**src/rtl/serial_sub16_pkg.sv**
```systemverilog
// Shared constants and FSM state type for the bit-serial subtractor.
// Latency: n/a (definitions only).
// Backpressure: n/a.
package serial_sub16_pkg;

  localparam int WIDTH_DEF = 16;

  typedef enum logic {
    IDLE = 1'b0,
    RUN  = 1'b1
  } state_t;

endpackage

```
**src/rtl/serial_sub16_bit_cell.sv**
```systemverilog
// Full-adder cell with inverted b input: one bit of a + ~b + cin.
// Latency: combinational.
// Backpressure: none.
module sub_bit_cell (
  input  logic a,
  input  logic b,
  input  logic cin,
  output logic diff,
  output logic cout
);

  logic b_n;

  assign b_n  = ~b;
  assign diff = a ^ b_n ^ cin;
  assign cout = (a & b_n) | (a & cin) | (b_n & cin);

endmodule

```
**src/rtl/serial_sub16.sv**
```systemverilog
// Bit-serial LSB-first subtractor d = a - b - b_in; optional ovf port via SERIAL_SUB_OVF_EN.
// Latency: start accepted at edge E0 -> done/d valid in the cycle after edge E0+WIDTH.
// Backpressure: start is ignored while busy=1; nothing is queued.
module serial_sub16
  import serial_sub16_pkg::*;
#(
  parameter int WIDTH = WIDTH_DEF
) (
  input  logic             clk,
  input  logic             rst,
  input  logic             start,
  input  logic [WIDTH-1:0] a,
  input  logic [WIDTH-1:0] b,
  input  logic             b_in,
  output logic             busy,
  output logic             done,
  output logic [WIDTH-1:0] d,
  output logic             b_out
`ifdef SERIAL_SUB_OVF_EN
  ,
  output logic             ovf
`endif
);

  localparam int CNT_W = $clog2(WIDTH + 1);

  state_t             state;
  logic [CNT_W-1:0]   cnt;
  logic [WIDTH-1:0]   a_sr;
  logic [WIDTH-1:0]   b_sr;
  logic [WIDTH-2:0]   d_sr;
  logic               carry;
  logic               diff_bit;
  logic               carry_nxt;

  sub_bit_cell u_cell (
    .a    (a_sr[0]),
    .b    (b_sr[0]),
    .cin  (carry),
    .diff (diff_bit),
    .cout (carry_nxt)
  );

  always_ff @(posedge clk) begin
    if (rst) begin
      state <= IDLE;
      cnt   <= '0;
      a_sr  <= '0;
      b_sr  <= '0;
      d_sr  <= '0;
      carry <= 1'b0;
      busy  <= 1'b0;
      done  <= 1'b0;
      d     <= '0;
      b_out <= 1'b0;
`ifdef SERIAL_SUB_OVF_EN
      ovf   <= 1'b0;
`endif
    end else begin
      done <= 1'b0;
      case (state)
        IDLE: begin
          if (start) begin
            a_sr  <= a;
            b_sr  <= b;
            carry <= ~b_in;
            cnt   <= '0;
            busy  <= 1'b1;
            state <= RUN;
          end
        end
        RUN: begin
          a_sr  <= a_sr >> 1;
          b_sr  <= b_sr >> 1;
          carry <= carry_nxt;
          d_sr  <= {diff_bit, d_sr[WIDTH-2:1]};
          if (cnt == CNT_W'(WIDTH - 1)) begin
            // Last bit: the shift registers now hold the operand MSBs.
            d     <= {diff_bit, d_sr};
            b_out <= ~carry_nxt;
`ifdef SERIAL_SUB_OVF_EN
            ovf   <= (a_sr[0] != b_sr[0]) && (diff_bit != a_sr[0]);
`endif
            busy  <= 1'b0;
            done  <= 1'b1;
            cnt   <= '0;
            state <= IDLE;
          end else begin
            cnt <= cnt + 1'b1;
          end
        end
        default: state <= IDLE;
      endcase
    end
  end

endmodule

```
**config.mk**
```make
export PLATFORM = sky130hd
export DESIGN_NAME = serial_sub16
export DESIGN_NICKNAME = d
export VERILOG_FILES = /design/src/rtl/serial_sub16_pkg.sv /design/src/rtl/serial_sub16_bit_cell.sv /design/src/rtl/serial_sub16.sv
export SDC_FILE = /design/constraint.sdc
export NUM_CORES = 1
export LEC_CHECK = 0
export CAP_MARGIN = 5
export CORE_ASPECT_RATIO = 0.7
export CORE_UTILIZATION = 55
export CTS_CLUSTER_SIZE = 28
export DETAILED_ROUTE_END_ITERATION = 10
export MAX_ROUTING_LAYER = met4
export PLACE_DENSITY_LB_ADDON = 0.05
export SLEW_MARGIN = 20
export SYNTH_ARGS = -nofsm -noshare
export SYNTH_HDL_FRONTEND = slang
export SYNTH_SLANG_ARGS = --single-unit
export TNS_END_PERCENT = 100
```
**constraint.sdc**
```tcl
create_clock -name clk -period 2.3 [get_ports clk]
set_input_delay 0.46 -clock clk [delete_from_list [all_inputs] [get_ports clk]]
set_output_delay 0.46 -clock clk [all_outputs]
set_load 0.01 [all_outputs]
```
# [Yosys cells after proc, flatten, opt, wreduce, memory -nomap -nowiden]
# Cells that the tools add are included.
[classes] add_sub_neg=1 n_mul=0 n_div=0 n_lt_le_gt_ge=0 eq_ne=3 shift=0 muxes=16 n_bitwise=11 reduce_logical=3
[ops] operator="case mux 16 bit (2 select lines)" n=2
[ops] operator="2-to-1 mux 16 bit" n=2
[ops] operator="2-to-1 mux 5 bit" n=2
[ops] operator="case mux 5 bit (2 select lines)" n=1
[ops] operator="2-to-1 mux 1 bit" n=6
[ops] operator="case mux 1 bit (2 select lines)" n=3
[ops] operator="adder 5 x 1 -> 5 bit (second input constant)" n=1
[ops] operator="equality test 5 x 4 -> 1 bit (second input constant)" n=1
[ops] operator="NOT 1 bit" n=4
[ops] operator="AND reduction 2 bit" n=2
[ops] operator="AND 1 bit" n=3
[ops] operator="!= test 2 x 1 -> 1 bit (second input constant)" n=1
[ops] operator="!= test 2 bit (second input constant)" n=1
[ops] operator="OR 1 bit" n=2
[ops] operator="OR reduction 2 bit" n=1
[ops] operator="XOR 1 bit" n=2
[word_totals] register_bits=73 latch_bits=0 mem_bits_rw=0 romBits=0 out_inout_bits=19 wordCells=44 memories=0

# [Logic depth before layout (Yosys ltp)]
[depth] word_depth=5 ltp_mapped=5 depth_no_buf=4

# [Cells and area by module]
# Synthesis repeated with hierarchy kept, for this count alone.
[unflattened] hier_cells=267 hier_area_um2=2946.6
[modules_own_cells] module="serial_sub16" n_inst=1 cells_per_inst=262 area_each_um2=2911.5 seq_area_each_um2=1461.4
[modules_own_cells] module="sub_bit_cell" n_inst=1 cells_per_inst=5 area_each_um2=35.0 seq_area_each_um2=0.0

# [Worst setup path after synthesis]
# No wires, ideal clock.
[synth_timing] kind="input to register" from="input start" to="register b_sr[10]" arrival_time_ns=1.358 required_time_ns=2.172 setup_slack_ns=0.814 path_stages=5 n_path_buf=2 cell_sequence="buf_2 -> buf_2 -> mux2_1 -> mux2i_1 -> nor2_1"
[synth_via] elab_chain_cells=1
[synth_rtl] item="from (decl)" line="serial_sub16.sv:11" source="input logic start,"
[synth_rtl] item="!= test 2 bit (no source line)"
[synth_rtl] item="to (signal assigned)" line="serial_sub16.sv:74" source="b_sr <= b_sr >> 1;"
[synth_rtl] item="to (decl)" line="serial_sub16.sv:30" source="logic [WIDTH-1:0] b_sr;"
# Every way passes these cells.
# A chain may end at the register's enable or synchronous reset.

# [Final worst setup path]
[layout_timing] from="register cnt[0]" to="register d[8]"
[layout_via] elab_chain_cells=2
[layout_rtl] item="from (decl)" line="serial_sub16.sv:28" source="logic [CNT_W-1:0] cnt;"
[layout_rtl] item="from (signal assigned)" line="serial_sub16.sv:89" source="cnt <= cnt + 1'b1;"
[layout_rtl] item="equality test 5 x 4 -> 1 bit" line="serial_sub16.sv:77" source="if (cnt == CNT_W'(WIDTH - 1)) begin"
[layout_rtl] item="AND reduction 2 bit (no source line)"
[layout_rtl] item="to (signal assigned)" line="serial_sub16.sv:79" source="d <= {diff_bit, d_sr};"
[layout_rtl] item="to (decl)" line="serial_sub16.sv:17" source="output logic [WIDTH-1:0] d,"
# Every way passes these cells.

==> flow_metrics.env <==
export IMPL_power_internal_w=0.00233
export IMPL_routabilityCongestion=0.754
export IMPL_ctsRootBufferMaster="clkbuf_8"
export IMPL_final_period_utilization_pct=78.6
export IMPL_postCtsResizedCells=0
export IMPL_placed_area_mm2=0.00351
export IMPL_io_pin_count=55
export IMPL_worst_skew_pair_late_latency_ns=0.34
export IMPL_initial_core_util_pct=59.0
export IMPL_fin_util_pct=76.6
export IMPL_critPathRequiredTime_ns=2.59
export IMPL_synth_nets=303
export IMPL_power_sequential_fraction_pct=45.2
export IMPL_max_cap_viol_count=0
export IMPL_postSynthRegisterBits=73
export IMPL_setup_viol=0
export IMPL_cts_repair_timing_setup_buffer_count=0
export IMPL_area_growth_syn_to_layout_pct=29.8
export IMPL_coreArea_mm2=0.00494
export IMPL_fillCellCount=354
export IMPL_worstSetupStartpointType="flop"
export IMPL_fraction_of_final_layout_cells_sized_beyond_drive_strength_1_pct=14.3
export IMPL_htree_levels=3
export IMPL_share_clk_of_total_power_pct=45.4
export IMPL_yosysUniqueCellTypes=30
export IMPL_fp_dieArea_mm2=0.00560
export IMPL_power_switching_fraction_pct=20.9
export IMPL_worst_pin_slew_ns=0.763
export IMPL_grt_antenna_before_repair=0
export IMPL_power_ir_vdd_worst_mv=0.503
export IMPL_power_per_cell_area_mw_per_mm2=779
export IMPL_rows=21
export IMPL_numClockSinks=73
export IMPL_cell_area_after_layout_mm2=0.00378
export IMPL_synthesis_area_per_instance_um2=11.0
export IMPL_grt_max_degree=58
export IMPL_clk_pin_slew_ns=0.07
export IMPL_post_route_min_period_ns=1.81
export IMPL_timing_hold_ws_ns=0.472
export IMPL_floorplan_die_width_um=89.0
export IMPL_grt_util_all_layers_pct=21.7
export IMPL_maximum_fanout_encountered_on_the_critical_timing_path=18
export IMPL_fp_dieH_um=62.9
export IMPL_wl_per_cell_um=13.7
export IMPL_seq_area_frac_synth_pct=50.1
export IMPL_drt_pass1_iter_count=4
export IMPL_leakage_nw=1.51
export IMPL_fin_nets=355
export IMPL_cts_buffers_inserted=9
export IMPL_p_sw_w=0.000615
export IMPL_timing_max_slew_rel_slack_pct=49.1
export IMPL_grt_overflow=0
export IMPL_num_antenna_cells=0
export IMPL_detail_route_vias_per_cell=5.21
export IMPL_worst_setup_path_type="reg2reg"
export IMPL_setup_repair_after_global_routing_missed_its_margin="no"
export IMPL_worst_clock_skew_ns=0.00854
export IMPL_drv_slew=0
export IMPL_tritoncts="yes"
export IMPL_fin_tns_setup_ns=0
export IMPL_p_comb_share_pct=9.4
export IMPL_totalWireLength_mm=5.36
export IMPL_max_freq_mhz=553
export IMPL_multi_input_area_mm2=0.00135
export IMPL_antenna_violating_nets_post_route=0
export IMPL_drt_drc_violations_left=0
export IMPL_port_buffers=54
export IMPL_endpoint_kind="flop"
export IMPL_vias_in_the_first_global_route=1974
export IMPL_ys_warn_count=0
export IMPL_register_area_mm2=0.00146
export IMPL_hold_class="reg2reg"
export IMPL_critPathArrivalTime_ns=2.09
export IMPL_drt_first_iter_violations=117
export IMPL_grt_pass1_wl_mm=9.03
export IMPL_clock_tree_buffer_depth=2
export IMPL_final_hold_violation_count=0
export IMPL_dp_hpwl_mm=3.29
export IMPL_synth_instances=265
export IMPL_run_status="finished clean"
export IMPL_detailroute_via_count=2037
export IMPL_power_total_w=0.00295
export IMPL_synth_area_mm2=0.00292
export IMPL_post_cts_hold_buffer_count=0
## metrics by stage
step | worst slack [ns] | instances
6_report | 0.492 | 391
5_1_grt | 0.380 | 391
4_1_cts | 0.522 | 391
3_5_place_dp | 0.528 | 375
3_3_place_gp | 0.574 | 375
2_1_floorplan | 0.814 | 265
## path summary, 6_finish.rpt
kind | start | end | slack, ns | cells after the start
setup / recovery | cnt[0] | d[8] | 0.49 | 4
hold / removal | d[14] | d[14] | 0.47 | 1
setup reg to reg | cnt[0] | d[8] | 0.49 | 4
hold reg to reg | d[14] | d[14] | 0.47 | 1
## power by group through the flow
stage	combinational (W)	clock [W]	sequential, W
global placement	0.000273	0	0.00136
floorplan	0.000183	0	0.00136
finish	0.000277	0.00134	0.00133
detailed placement	0.000277	0	0.00136
global route	0.000305	0.00142	0.00134
CTS	0.000280	0.00135	0.00133
## state kept, by name (all words and copies together) (netlist names)
name and cells:
a_sr 16, b_sr 16, d 16, d_sr 15
cnt 5, b_out 1, busy 1, carry 1
done 1, state 1
## synth_stat cells
library cell	count	area, um2
dfxtp_1	73	1460
mux2_2	19	214
nor2_1	46	173
nor3b_4	1	18.8
a21oi_2	1	8.76
o21ai_0	2	10.0
and4_4	1	11.3
nor4_1	1	6.26
nor2b_1	1	6.26
or4b_1	1	10.0
ha_1	1	12.5
a21oi_1	2	10.0
nor3_1	3	15.0
nand4b_1	1	8.76
mux2_1	12	135
nand3_1	1	5.00
nand2_1	4	15.0
nand2b_1	1	6.26
clkbuf_1	7	26.3
buf_2	10	50.1
o21a_1	2	15.0
nand3b_1	1	7.51
a22o_1	17	149
fa_1	1	20.0
inv_1	5	18.8
buf_6	1	11.3
o211ai_1	1	7.51
a211o_1	1	8.76
a211oi_1	2	15.0
mux2i_1	46	460
## layout make-up
| type | count | area share [%] |
|---|---|---|
| sequential | 73 | 38.6 |
| multi-input combinational | 169 | 35.6 |
| timing repair buffer | 59 | 15.7 |
| clock buffer | 10 | 3.64 |
| clock inverter | 6 | 3.64 |
| tap | 69 | 2.28 |
| inverter | 5 | 0.496 |
## critical path, stage by stage (launching register included)
cell     delay, ns
dfxtp_1       0.37
ha_1          0.22
and4_4        0.26
nor3b_4       0.66
a22o_1        0.25
## cell usage in the layout (no fill, tap or decap), types with 5 or more instances in the layout
cell	synthesis	layout
nor2_1	46	46
mux2i_1	46	46
clkdlybuf4s50_1	0	52
dfxtp_1	73	72
mux2_1	12	12
mux2_2	19	19
clkbuf_8	0	10
a22o_1	17	17
inv_1	5	5
## layer usage
layer / up-vias / track usage [%] / part of all wire, %
met4: 0 / 8.73 / 1.6
met3: 11 / 7.00 / 5.3
met1: 939 / 28.5 / 51
li1: 1034 / - / -
met2: 53 / 31.0 / 42
met5: - / - / 0
## cells by family (layout without fill, tap and decap cells)
logic type      after synthesis  after routing  synth area share [%]
fa+ha+maj                     2              2                  1.12
simple gates                 62             62                  9.70
mux                          77             77                  27.8
flops                        73             73                  50.1
buf+inv                      23             80                  3.65
compound gates               28             28                  7.68
Power figures use the tool's default switching activity.
